<file path="config.mk">
export PLATFORM = sky130hd
export DESIGN_NAME = line_fetch_engine_flat
export DESIGN_NICKNAME = d
export VERILOG_FILES = /design/src/rtl/cache_pkg.sv /design/src/rtl/line_fetch_engine_if.sv /design/src/rtl/line_fetch_engine.sv /design/src/flat_wrapper.sv
export SDC_FILE = /design/constraint.sdc
export NUM_CORES = 1
export LEC_CHECK = 0
export CORE_AREA = 2 2 115 117
export DETAILED_ROUTE_END_ITERATION = 10
export DIE_AREA = 0 0 117 119
export DONT_BUFFER_PORTS = 1
export PLACE_DENSITY = 0.39
export SLEW_MARGIN = 25
export SYNTH_ARGS = -nofsm -noshare
export SYNTH_HDL_FRONTEND = slang
export SYNTH_SLANG_ARGS = --single-unit
</file>
<file path="constraint.sdc">
create_clock -name clk -period 2.1 [get_ports clk]
set_input_delay 0.42 -clock clk [delete_from_list [all_inputs] [get_ports clk]]
set_output_delay 0.42 -clock clk [all_outputs]
set_load 0.01 [all_outputs]
</file>
<file path="src/rtl/cache_pkg.sv">
// cache_pkg: shared types and constants for the line fetch engine.
// Holds the fetch command encoding, the line fetch FSM state type and the
// cache data-memory read priority used by the victim read.
// Build option: LINE_FETCH_WB_EN adds the writeback (WB_*) states.
package cache_pkg;
  typedef enum logic [1:0] {
    FETCH_ONLY = 2'b01,
    WB_FETCH   = 2'b10
  } fetch_cmd_t;
  typedef enum logic [2:0] {
    IDLE,
`ifdef LINE_FETCH_WB_EN
    WB_RD,
    WB_WAIT,
    WB_SEND,
`endif
    FILL_REQ,
    FILL_DATA,
    DONE
  } line_fetch_state_t;
  localparam logic [1:0] MEM_PRI_FETCH = 2'b10;
endpackage

</file>
<file path="src/rtl/line_fetch_engine_if.sv">
// line_fetch_engine_if: bus bundle of the line fetch engine.
// Groups the fetch command handshake, the cache data-memory read and write
// ports and the external read/write burst signals.
// Modports: slave = the engine, master = the surrounding controller/memories.
interface line_fetch_engine_if #(
  parameter int addr_width = 32,
  parameter int list_depth = 4,
  parameter int data_width = 32,
  parameter int list_width = 32
);
  localparam int TW = $clog2(list_depth);
  localparam int CW = $clog2(list_width);
  logic                  fetch_req;
  logic [1:0]            fetch_cmd;
  logic [TW-1:0]         fetch_tag;
  logic [addr_width-1:0] fetch_addr;
  logic [addr_width-1:0] fetch_addr_pre;
  logic                  fetch_gnt;
  logic                  fetch_done;
  logic [TW+CW-1:0]      mem_raddr;
  logic                  mem_ren;
  logic [1:0]            mem_rpri;
  logic                  mem_rready;
  logic [data_width-1:0] mem_rdata;
  logic                  mem_rdata_valid;
  logic [TW+CW-1:0]      mem_waddr;
  logic                  mem_wen;
  logic [data_width-1:0] mem_wdata;
  logic                  mem_wready;
  logic                  ext_rd_req;
  logic [addr_width-1:0] ext_rd_addr;
  logic                  ext_rd_gnt;
  logic [data_width-1:0] ext_rd_data;
  logic                  ext_rd_data_valid;
  logic                  ext_rd_ready;
  logic                  ext_wr_valid;
  logic                  ext_wr_ready;
  logic [addr_width-1:0] ext_wr_addr;
  logic [data_width-1:0] ext_wr_data;
  logic                  ext_wr_last;
  modport slave (
    input  fetch_req, fetch_cmd, fetch_tag, fetch_addr, fetch_addr_pre,
    input  mem_rready, mem_rdata, mem_rdata_valid, mem_wready,
    input  ext_rd_gnt, ext_rd_data, ext_rd_data_valid, ext_wr_ready,
    output fetch_gnt, fetch_done, mem_raddr, mem_ren, mem_rpri,
    output mem_waddr, mem_wen, mem_wdata,
    output ext_rd_req, ext_rd_addr, ext_rd_ready,
    output ext_wr_valid, ext_wr_addr, ext_wr_data, ext_wr_last
  );
  modport master (
    output fetch_req, fetch_cmd, fetch_tag, fetch_addr, fetch_addr_pre,
    output mem_rready, mem_rdata, mem_rdata_valid, mem_wready,
    output ext_rd_gnt, ext_rd_data, ext_rd_data_valid, ext_wr_ready,
    input  fetch_gnt, fetch_done, mem_raddr, mem_ren, mem_rpri,
    input  mem_waddr, mem_wen, mem_wdata,
    input  ext_rd_req, ext_rd_addr, ext_rd_ready,
    input  ext_wr_valid, ext_wr_addr, ext_wr_data, ext_wr_last
  );
endinterface

</file>
<file path="src/rtl/line_fetch_engine.sv">
// line_fetch_engine: line fill / dirty-victim writeback engine.
// Ports: clk; rst_n (synchronous, active-low); bus (line_fetch_engine_if.slave)
//   carrying the fetch command handshake, cache data-memory read/write ports
//   and external read/write bursts.
// Build option: LINE_FETCH_WB_EN includes the victim writeback path; when it is
//   undefined every command is fill-only and the read-port and external write
//   outputs are tied to 0.
module line_fetch_engine
  import cache_pkg::*;
#(
  parameter int addr_width = 32,
  parameter int list_depth = 4,
  parameter int data_width = 32,
  parameter int list_width = 32
) (
  input logic                clk,
  input logic                rst_n,
  line_fetch_engine_if.slave bus
);
  localparam int TW = $clog2(list_depth);
  localparam int CW = $clog2(list_width);
  line_fetch_state_t     r_state;
  logic [TW-1:0]         r_tag;
  logic [addr_width-1:0] r_addr;
  logic [CW-1:0]         r_cnt;
  logic                  w_last;
  logic                  w_fill;
`ifdef LINE_FETCH_WB_EN
  logic [addr_width-1:0] r_addr_pre;
  logic [data_width-1:0] r_wb_data;
  logic                  w_rd;
  logic                  w_send;
`endif
  assign w_last = r_cnt == CW'(list_width - 1);
  always_ff @(posedge clk)
    if (!rst_n) begin
      r_state <= IDLE;
      r_tag   <= '0;
      r_addr  <= '0;
      r_cnt   <= '0;
`ifdef LINE_FETCH_WB_EN
      r_addr_pre <= '0;
      r_wb_data  <= '0;
`endif
    end else
      case (r_state)
        IDLE:
          if (bus.fetch_req) begin
            r_tag  <= bus.fetch_tag;
            r_addr <= bus.fetch_addr;
            r_cnt  <= '0;
`ifdef LINE_FETCH_WB_EN
            r_addr_pre <= bus.fetch_addr_pre;
            r_state    <= bus.fetch_cmd == WB_FETCH ? WB_RD : FILL_REQ;
`else
            r_state <= FILL_REQ;
`endif
          end
`ifdef LINE_FETCH_WB_EN
        WB_RD: if (bus.mem_rready) r_state <= WB_WAIT;
        WB_WAIT:
          if (bus.mem_rdata_valid) begin
            r_wb_data <= bus.mem_rdata;
            r_state   <= WB_SEND;
          end
        WB_SEND:
          if (bus.ext_wr_ready) begin
            r_cnt   <= w_last ? '0 : r_cnt + 1'b1;
            r_state <= w_last ? FILL_REQ : WB_RD;
          end
`endif
        FILL_REQ:
          if (bus.ext_rd_gnt) begin
            r_cnt   <= '0;
            r_state <= FILL_DATA;
          end
        FILL_DATA:
          if (bus.ext_rd_data_valid && bus.mem_wready) begin
            r_cnt   <= w_last ? '0 : r_cnt + 1'b1;
            r_state <= w_last ? DONE : FILL_DATA;
          end
        DONE:    r_state <= IDLE;
        default: r_state <= IDLE;
      endcase
  // Every output is qualified by rst_n so the block is silent while held in reset.
  assign w_fill           = rst_n && r_state == FILL_DATA;
  assign bus.fetch_gnt    = rst_n && r_state == IDLE;
  assign bus.fetch_done   = rst_n && r_state == DONE;
  assign bus.ext_rd_req   = rst_n && r_state == FILL_REQ;
  assign bus.ext_rd_addr  = rst_n && r_state == FILL_REQ ? r_addr : '0;
  // A beat is only taken when the cache can absorb it in the same cycle.
  assign bus.ext_rd_ready = w_fill && bus.mem_wready;
  assign bus.mem_wen      = w_fill && bus.ext_rd_data_valid;
  assign bus.mem_wdata    = w_fill ? bus.ext_rd_data : '0;
  assign bus.mem_waddr    = w_fill ? {r_tag, r_cnt} : '0;
`ifdef LINE_FETCH_WB_EN
  assign w_rd             = rst_n && r_state == WB_RD;
  assign w_send           = rst_n && r_state == WB_SEND;
  assign bus.mem_ren      = w_rd;
  assign bus.mem_raddr    = w_rd ? {r_tag, r_cnt} : '0;
  assign bus.mem_rpri     = w_rd ? MEM_PRI_FETCH : 2'b00;
  assign bus.ext_wr_valid = w_send;
  assign bus.ext_wr_addr  = w_send ? r_addr_pre : '0;
  assign bus.ext_wr_data  = w_send ? r_wb_data : '0;
  assign bus.ext_wr_last  = w_send && w_last;
`else
  assign bus.mem_ren      = 1'b0;
  assign bus.mem_raddr    = '0;
  assign bus.mem_rpri     = 2'b00;
  assign bus.ext_wr_valid = 1'b0;
  assign bus.ext_wr_addr  = '0;
  assign bus.ext_wr_data  = '0;
  assign bus.ext_wr_last  = 1'b0;
`endif
endmodule

</file>
<file path="src/flat_wrapper.sv">
// flat-port wrapper written by rule: the top's interface ports become plain ports
module line_fetch_engine_flat import cache_pkg::*;
#(
  parameter int addr_width = 32,
  parameter int list_depth = 4,
  parameter int data_width = 32,
  parameter int list_width = 32
)
  (clk, rst_n, bus_fetch_req, bus_fetch_cmd, bus_fetch_tag, bus_fetch_addr, bus_fetch_addr_pre, bus_mem_rready, bus_mem_rdata, bus_mem_rdata_valid, bus_mem_wready, bus_ext_rd_gnt, bus_ext_rd_data, bus_ext_rd_data_valid, bus_ext_wr_ready, bus_fetch_gnt, bus_fetch_done, bus_mem_raddr, bus_mem_ren, bus_mem_rpri, bus_mem_waddr, bus_mem_wen, bus_mem_wdata, bus_ext_rd_req, bus_ext_rd_addr, bus_ext_rd_ready, bus_ext_wr_valid, bus_ext_wr_addr, bus_ext_wr_data, bus_ext_wr_last);
  line_fetch_engine_if #(.addr_width(addr_width), .list_depth(list_depth), .data_width(data_width), .list_width(list_width)) bus_i ();
  input logic clk;
  input logic rst_n;
  input wire logic [$bits(bus_i.fetch_req)-1:0] bus_fetch_req;
  input wire logic [$bits(bus_i.fetch_cmd)-1:0] bus_fetch_cmd;
  input wire logic [$bits(bus_i.fetch_tag)-1:0] bus_fetch_tag;
  input wire logic [$bits(bus_i.fetch_addr)-1:0] bus_fetch_addr;
  input wire logic [$bits(bus_i.fetch_addr_pre)-1:0] bus_fetch_addr_pre;
  input wire logic [$bits(bus_i.mem_rready)-1:0] bus_mem_rready;
  input wire logic [$bits(bus_i.mem_rdata)-1:0] bus_mem_rdata;
  input wire logic [$bits(bus_i.mem_rdata_valid)-1:0] bus_mem_rdata_valid;
  input wire logic [$bits(bus_i.mem_wready)-1:0] bus_mem_wready;
  input wire logic [$bits(bus_i.ext_rd_gnt)-1:0] bus_ext_rd_gnt;
  input wire logic [$bits(bus_i.ext_rd_data)-1:0] bus_ext_rd_data;
  input wire logic [$bits(bus_i.ext_rd_data_valid)-1:0] bus_ext_rd_data_valid;
  input wire logic [$bits(bus_i.ext_wr_ready)-1:0] bus_ext_wr_ready;
  output wire logic [$bits(bus_i.fetch_gnt)-1:0] bus_fetch_gnt;
  output wire logic [$bits(bus_i.fetch_done)-1:0] bus_fetch_done;
  output wire logic [$bits(bus_i.mem_raddr)-1:0] bus_mem_raddr;
  output wire logic [$bits(bus_i.mem_ren)-1:0] bus_mem_ren;
  output wire logic [$bits(bus_i.mem_rpri)-1:0] bus_mem_rpri;
  output wire logic [$bits(bus_i.mem_waddr)-1:0] bus_mem_waddr;
  output wire logic [$bits(bus_i.mem_wen)-1:0] bus_mem_wen;
  output wire logic [$bits(bus_i.mem_wdata)-1:0] bus_mem_wdata;
  output wire logic [$bits(bus_i.ext_rd_req)-1:0] bus_ext_rd_req;
  output wire logic [$bits(bus_i.ext_rd_addr)-1:0] bus_ext_rd_addr;
  output wire logic [$bits(bus_i.ext_rd_ready)-1:0] bus_ext_rd_ready;
  output wire logic [$bits(bus_i.ext_wr_valid)-1:0] bus_ext_wr_valid;
  output wire logic [$bits(bus_i.ext_wr_addr)-1:0] bus_ext_wr_addr;
  output wire logic [$bits(bus_i.ext_wr_data)-1:0] bus_ext_wr_data;
  output wire logic [$bits(bus_i.ext_wr_last)-1:0] bus_ext_wr_last;
  assign bus_i.fetch_req = bus_fetch_req;
  assign bus_i.fetch_cmd = bus_fetch_cmd;
  assign bus_i.fetch_tag = bus_fetch_tag;
  assign bus_i.fetch_addr = bus_fetch_addr;
  assign bus_i.fetch_addr_pre = bus_fetch_addr_pre;
  assign bus_i.mem_rready = bus_mem_rready;
  assign bus_i.mem_rdata = bus_mem_rdata;
  assign bus_i.mem_rdata_valid = bus_mem_rdata_valid;
  assign bus_i.mem_wready = bus_mem_wready;
  assign bus_i.ext_rd_gnt = bus_ext_rd_gnt;
  assign bus_i.ext_rd_data = bus_ext_rd_data;
  assign bus_i.ext_rd_data_valid = bus_ext_rd_data_valid;
  assign bus_i.ext_wr_ready = bus_ext_wr_ready;
  assign bus_fetch_gnt = bus_i.fetch_gnt;
  assign bus_fetch_done = bus_i.fetch_done;
  assign bus_mem_raddr = bus_i.mem_raddr;
  assign bus_mem_ren = bus_i.mem_ren;
  assign bus_mem_rpri = bus_i.mem_rpri;
  assign bus_mem_waddr = bus_i.mem_waddr;
  assign bus_mem_wen = bus_i.mem_wen;
  assign bus_mem_wdata = bus_i.mem_wdata;
  assign bus_ext_rd_req = bus_i.ext_rd_req;
  assign bus_ext_rd_addr = bus_i.ext_rd_addr;
  assign bus_ext_rd_ready = bus_i.ext_rd_ready;
  assign bus_ext_wr_valid = bus_i.ext_wr_valid;
  assign bus_ext_wr_addr = bus_i.ext_wr_addr;
  assign bus_ext_wr_data = bus_i.ext_wr_data;
  assign bus_ext_wr_last = bus_i.ext_wr_last;
  line_fetch_engine #(.addr_width(addr_width), .list_depth(list_depth), .data_width(data_width), .list_width(list_width)) u_core (.clk(clk), .rst_n(rst_n), .bus(bus_i));
endmodule
</file>
Yosys cells after proc, flatten, opt, wreduce, memory -nomap -nowiden
Cells that the tools add are included.
{"block": "op_classes", "mux": 13, "addsub": 1, "n_reduce_logical": 12, "eq_ne": 7}
{"cell": "$mux W32", "n": 2}
{"cell": "$mux W5", "n": 4}
{"cell": "$pmux W5 S3", "n": 1}
{"cell": "$mux W3", "n": 3}
{"cell": "$pmux W3 S3", "n": 1}
{"cell": "$logic_and A1 B1 Y1", "n": 7}
{"cell": "$mux W7", "n": 1}
{"cell": "$eq A3 B2 Y1 const B", "n": 2}
{"cell": "$add A5 B1 Y5 const B", "n": 1}
{"cell": "$eq A5 B5 Y1 const B", "n": 1}
{"cell": "$ne A2 B2 Y1 const B", "n": 2}
{"cell": "$reduce_and A4 Y1", "n": 1}
{"cell": "$eq A3 B1 Y1 const B", "n": 1}
{"cell": "$logic_not A3 Y1", "n": 1}
{"cell": "$reduce_and A3 Y1", "n": 1}
{"cell": "$reduce_bool A3 Y1", "n": 1}
{"cell": "$ne A2 B1 Y1 const B", "n": 1}
{"cell": "$reduce_and A2 Y1", "n": 1}
{"cell": "$mux W1", "n": 1}
{"block": "totals", "inputBits": 141, "out_inout_bits": 152, "regBits": 42, "wordCells": 37}

Logic depth before layout (Yosys ltp)
Gate-level depths: netlist of the first run.
{"block": "logic_depth", "ltp_word": 4, "ltp_mapped": 7, "mapped_depth_nobuf": 7}

Worst setup path before layout of the first run
No wires, ideal clock.
{"block": "synth_timing", "path_type": "register to register", "from": "register u_core.r_state[0]", "to": "register u_core.r_cnt[3]", "t_required_ns": 1.985, "synth_period_minus_slack_ns": 1.681, "setup_ns": 0.115, "stages_incl_launch_ff": 8, "arrival_ns": 1.567, "slack_ns": 0.419, "path_buffers": 1, "cell_sequence": "dfxtp_1 inv_1 ha_1 buf_6 a21boi_4 nor4_4 a21boi_0 o21a_1"}
{"block": "synth_via", "elab_chain_len": 3, "word_cells_on_any_way": 9, "classes_between": "5 x eq/ne; 1 x mux; 3 x reduce/logical"}
{"element": "from (decl)", "line_no": "line_fetch_engine.sv:22", "source": "line_fetch_state_t r_state;"}
{"element": "from (signal assigned)", "line_no": "line_fetch_engine.sv:80", "source": "r_state <= w_last ? DONE : FILL_DATA;"}
{"element": "$eq A3 B2 Y1 (tied with other cells)", "line_no": "line_fetch_engine.sv:46", "source": "case (r_state)"}
{"element": "$ne A2 B1 Y1 (no source line) (tied with other cells)"}
{"element": "$reduce_and A4 Y1 (no source line)"}
{"element": "to (signal assigned)", "line_no": "line_fetch_engine.sv:79", "source": "r_cnt <= w_last ? '0 : r_cnt + 1'b1;"}
{"element": "to (decl)", "line_no": "line_fetch_engine.sv:25", "source": "logic [CW-1:0] r_cnt;"}
Several ways; a longest one is shown, not always the timed one.
A chain may end at the register's enable or synchronous reset.

Final worst setup path of the first run
{"block": "layout_timing", "from": "register u_core.r_state[0]", "to": "output port bus_mem_wdata[1]"}
{"block": "layout_via", "elab_chain_len": 3}
{"element": "$eq A3 B2 Y1", "line_no": "line_fetch_engine.sv:86", "source": "assign w_fill = rst_n && r_state == FILL_DATA;"}
{"element": "$logic_and A1 B1 Y1", "line_no": "line_fetch_engine.sv:86"}
{"element": "$mux W32", "line_no": "line_fetch_engine.sv:94", "source": "assign bus.mem_wdata = w_fill ? bus.ext_rd_data : '0;"}
{"element": "to (decl)", "line_no": "flat_wrapper.sv:33", "source": "output wire logic [$bits(bus_i.mem_wdata)-1:0] bus_mem_wdata;"}
Every way passes these cells.

==> reports/qor.yml, run 1 <==
layout_common_cells: "conb_1 (76), and3_1 (75), nand2_1 (71), dfxtp_1 (41), a21oi_1 (37)"
dr.first_iter.drc_count: 62
antenna_cells: 0
wl_per_cell_microns: 13.0
core_sq_um: 12900
antenna_found_initial: 0
p_switching_mw: 1.11
fmax_ghz: 0.520
yosysUniqueCellTypes: 27
postSynthCellCount: 367
clock-root-buffer: "clkbuf_16"
finalWeightedCongestion: 0.649
regArea_sq_um: 821
seqPwrFrac_pct: 34.1
fin_worst_skew_ps: 6.94
finalSetupTns_ps: 0
io_buffers: 0
cts_max_level: 2
hold_viol: 0
internal-power_mw: 1.85
ios: 293
cts_resized: 0
p_per_area_nw_per_um2: 1060
min_period_ps: 1920
multiInputGateArea_sq_um: 1500
grt_pass1_vias: 1886
min_path_type: "in -> reg"
die_w_microns: 117
ir_worst_vdd_mv: 0.320
outcome: "complete, no violations"
cts_buffers: 5
insertion_delay_ps: 280
setup_violations: 0
initial_core_util_pct: 21.3
leakagePower_nw: 1.42
power_frac_comb_pct: 35.2
drc: 0
seq_area_frac_synth_pct: 30.0
nFillCells: 1469
cts_tree: "built"
yosys_warnings: 0
grt.total_usage_pct: 9.21
path_max_fanout: 37
drive_gt1_share_pct: 4.55
drt-pass1-iter-count: 4
postRouteAntennaNets: 0
ctsHoldBuffers: 0
grt_max_degree: 83
arrival_ps: 1500
critPathTopFamily: "buffers and inverters"
final_common_cell: "conb_1"
avgSynthCellArea_sq_um: 7.47
swShare_pct: 37.6
num_rows: 42
post_drt_via_cell_ratio: 4.02
design.die.area_sq_um: 13900
crit_buf_inv: 2
synth-seq-cells: 41
required_ps: 1680
grt_first_pass_wirelength_microns: 9910
cap_violations: 0
critical_path_class: "reg -> out"
final_cells: 528
rsz0062_at_grt: "no"
place_inst: 520
area_delta_synth_final_pct: 1.64
finalCritPeriodShare_pct: 91.5
slew_viol_final: 0
cts_buffer_depth: 2
worst_path_largest_cell_delay_ps: 330
grt-ovfl-total: 0
crit_chain: "inv_1, ha_1, buf_4, and3_1"
cp_slowest_cell: "dfxtp_1"
dp_hpwl_microns: 4790
clkSinkCount: 41
clk_transition_reported_paths_ps: 60
clkPwrFrac_pct: 30.7
critPathLaunchType: "flip-flop"
synth_area_sq_um: 2740
wirelength_microns: 6880
crit_path_end_kind: "primary output"
final_nets: 498
postCtsSetupBuffers: 0
fp.dieH_microns: 119
vias: 2122
==> area by class of cell <==
class | count | share of cell area (%)
clock inverters | 1 | 1.08
flip-flops and latches | 41 | 29.5
repair buffers | 6 | 2.07
multi-input cells | 294 | 54.0
well taps | 176 | 7.91
clock buffers | 7 | 5.12
inverters | 3 | 0.404
==> worst reg2reg max path, cell delays in order, from the launching register on <==
cell and delay [ps]:
dfxtp_1 340, ha_1 230, and3_1 190, ha_1 200, nor2b_1 340, nand2b_1 120
a21bo_2 220, a21oi_1 130
==> per-layer routing <==
metal | up-vias | track usage [%] | wire [microns]
li1 | 1026 | - | -
met2 | 132 | 15.2 | 3330
met5 | - | 0 | 0
met4 | 0 | 2.87 | 7
met3 | 2 | 3.36 | 599
met1 | 962 | 11.0 | 2950
==> state kept, by name, indices dropped and copies added (netlist names) <==
| signal | count |
|---|---|
| u_core.r_tag | 2 |
| u_core.r_addr | 32 |
| u_core.r_state | 2 |
| u_core.r_cnt | 5 |
==> stage by stage <==
step	utilization, %	hold slack (ps)	area, sq um	worst slack [ps]	total power, mW
CTS	21.6	255	2790	145	3.02
global placement	20.3	438	2610	321	2.07
global route	21.6	254	2790	33.5	3.21
detailed placement	20.3	445	2610	292	2.09
floorplan	-	432	3020	419	1.97
finish	21.6	262	2790	178	2.96
==> synth_stat cells <==
cell,count,area (sq um)
a21boi_4,1,18.8
and3_1,75,469
nor4_4,1,21.3
nand4_1,2,12.5
a21bo_2,1,10.0
or4_1,1,7.51
o21a_1,1,7.51
nand2_1,71,267
and4b_1,1,10.0
o21ai_0,2,10.0
and2_1,4,25.0
nand4b_1,2,17.5
conb_1,1,3.75
a21boi_0,1,7.51
ha_1,6,75.1
a21oi_1,37,185
nor3_1,1,5.00
buf_2,3,15.0
clkbuf_1,24,90.1
nand2b_1,3,18.8
nor2b_1,3,18.8
dfxtp_1,41,821
buf_6,1,11.3
inv_1,3,11.3
mux2i_1,2,20.0
buf_4,76,571
nor2_1,3,11.3
==> power groups by stage <==
stage	Combinational, mW	Sequential (mW)	Clock, mW
finish	1.04	1.01	0.908
CTS	1.07	1.01	0.942
global placement	1.06	1.02	0
floorplan	0.972	1.00	0
detailed placement	1.07	1.02	0
global route	1.20	1.03	0.978
==> worst paths after layout <==
path | start | endpoint | slack, ps | depth (start not counted)
worst min-delay path | bus_fetch_addr[2] | u_core.r_addr[2] | 260 | 2
worst min register to register | u_core.r_addr[22] | u_core.r_addr[22] | 450 | 2
worst max register to register | u_core.r_cnt[0] | u_core.r_cnt[2] | 280 | 7
worst max-delay path | u_core.r_state[0] | bus_mem_wdata[1] | 180 | 4
==> logic make-up (layout without fill, tap and decap cells) <==
logic type / Yosys count / in the layout / synth area share, %
other: 1 / 76 / 0.137
and+or+nand+nor: 167 / 167 / 32.2
AOI/OAI and AO/OA: 43 / 43 / 8.72
adders and majority gates: 6 / 6 / 2.74
muxes: 2 / 2 / 0.731
DFF: 41 / 41 / 30.0
buffers and inverters: 107 / 17 / 25.5
No activity file was read; power rests on OpenSTA's default activity.
==> inputs of run 2 (changes only) <==
CORE_AREA = 2 2 113 115   (was 2 2 115 117)
DIE_AREA = 0 0 115 117   (was 0 0 117 119)
PLACE_DENSITY = 0.4   (was 0.39)
==> reports/qor.yml, run 2 (synthesized netlist as in run 1, its figures left out) <==
io_buffers: 0  # unchanged
postRouteAntennaNets: 0  # unchanged
die_w_microns: 115  # -1.7%
post_drt_via_cell_ratio: 4.19  # +4.2%
finalWeightedCongestion: 0.649  # +0.12%
cts_buffers: 5  # unchanged
drt-pass1-iter-count: 4  # unchanged
min_path_type: "in -> reg"
min-delay-start: "bus_fetch_addr[19]"
critical_path_class: "reg -> out"
crit_chain: "inv_1, ha_2, buf_6, and3_1"
fmax_ghz: 0.526  # +1.2%
leakagePower_nw: 1.41  # -0.75%
clock-root-buffer: "clkbuf_16"
worst_path_largest_cell_delay_ps: 340  # about the same
critPathLaunchType: "flip-flop"
setup_violations: 0  # unchanged
cap_violations: 0  # unchanged
core_sq_um: 12300  # -4.4%
fp.dieH_microns: 117  # -1.7%
clk_transition_reported_paths_ps: 60  # about the same
finalSetupTns_ps: 0  # unchanged
antenna_cells: 0  # unchanged
outcome: "complete, no violations"
r2r_slack_ps: 300  # +20 ps
top_register: "u_core.r_addr"
area_delta_synth_final_pct: -0.0455
power_mw: 2.94  # -0.75%
vias: 2099  # -1.1%
hold_viol: 0  # unchanged
top_regs: "u_core.r_addr x32, u_core.r_cnt x5"
cts_max_level: 2  # unchanged
num_rows: 41  # -2.4%
required_ps: 1680  # about the same
insertion_delay_ps: 280  # about the same
cts_tree: "built"
design.die.area_sq_um: 13500  # -3.4%
utilization_pct: 22.2  # +0.61 points
crit_path_end_kind: "primary output"
drc: 0  # unchanged
r2r-start: "u_core.r_cnt[0]"
grt-ovfl-total: 0  # unchanged
slew_viol_final: 0  # unchanged
clkSinkCount: 41  # unchanged
ir_worst_vdd_mv: 0.347  # +8.7%
grt_max_degree: 83  # unchanged
grt.total_usage_pct: 9.49  # +0.28 points
finalCritPeriodShare_pct: 90.5  # -1.1 points
reg2reg_depth: 7  # unchanged
final_nets: 497  # -0.20%
largest_reg_flops: 32  # unchanged
fin_worst_skew_ps: 2.90  # -4.04 ps
antenna_found_initial: 0  # unchanged
drive_gt1_share_pct: 4.56  # +0.013 points
grt_first_pass_wirelength_microns: 9850  # -0.63%
final_common_cell: "conb_1"
initial_core_util_pct: 22.3  # +0.97 points
postPlaceCellArea_sq_um: 2560  # -2.0%
final_cells: 501  # -5.1%
min_period_ps: 1900  # -22.1 ps
grt_pass1_vias: 1903  # +0.90%
hold_slack_ps: 266  # +4.13 ps
ctsHoldBuffers: 0  # unchanged
timing.rr.end: "u_core.r_cnt[2]"
min_to: "u_core.r_addr[19]"
cts_buffer_depth: 2  # unchanged
rsz0062_at_grt: "no"
wirelength_microns: 6860  # -0.29%
wl_per_cell_microns: 13.7  # +5.1%
layout_common_cells: "conb_1 (76), and3_1 (75), nand2_1 (71), dfxtp_1 (41), a21oi_1 (37)"
p_per_area_nw_per_um2: 1070  # +0.93%
holdPathStages: 2  # unchanged
path_max_fanout: 37  # unchanged
dr.first_iter.drc_count: 81  # +31%
arrival_ps: 1480  # -20 ps
layout_setup_ws_ps: 200  # +22.1 ps
dp_hpwl_microns: 4880  # +2.1%
dp_slack_ps: 214  # -78.2 ps
ios: 293  # unchanged
cp_slowest_cell: "dfxtp_1"
fin_area_sq_um: 2740  # -1.7%
place_inst: 493  # -5.2%
run 2: changes by cell type in the layout (fill, tap and decap cells not counted):
| cell | previous run | this run |
|---|---|---|
| buf_6 | 0 | 1 |
| ha_1 | 6 | 5 |
| buf_4 | 5 | 4 |
| ha_2 | 0 | 1 |
| buf_12 | 1 | 0 |
run 2: critical path, delay by kind of cell (launching register included):
kind / cells / cell delay (ps)
flip-flops: 1 / 340
buffers and inverters: 2 / 320
AND/OR/NAND/NOR: 1 / 270
adder cells (fa/ha/maj): 1 / 260
run 2: layer usage:
metal	vias to the layer above	global-route usage (%)	wire length, microns
met3	5	3.76	633
met5	-	0	0
met2	132	16.6	3380
met1	938	10.9	2790
li1	1024	-	-
met4	0	2.41	60
run 2: how the worst max path moves through the flow:
stage,from,to,slack [ps],cells past startpoint
3_3_place_gp,u_core.r_state[0],u_core.r_cnt[3],260,6
3_5_place_dp,u_core.r_state[0],u_core.r_cnt[3],210,6
2_1_floorplan,u_core.r_state[0],u_core.r_cnt[3],420,7
6_report,u_core.r_state[0],bus_mem_wdata[6],200,4
4_1_cts,u_core.r_state[0],bus_mem_wdata[6],9,4
5_1_grt,u_core.r_state[0],bus_mem_wdata[6],70,4
run 2: area by class of cell:
class / count / area [sq um]
multi-input combinational: 294 / 1510
clock buffer: 7 / 143
fill: 1384 / 9570
timing repair buffer: 5 / 41.3
inverter: 3 / 11.3
clock inverter: 1 / 30.0
sequential: 41 / 821
tap: 150 / 188
run 2: where the power goes:
part	leakage [nW]	total (mW)	internal [mW]	switching, mW
registers	0.336	1.00	0.930	0.0749
logic	0.992	1.03	0.320	0.712
clock network	0.0841	0.901	0.594	0.307
total	1.41	2.94	1.84	1.09
run 2: timing repair:
item                       4_1_cts  5_1_grt
setup endpoints to repair        0       36
gates resized for setup          0        2
setup buffers                    0        0
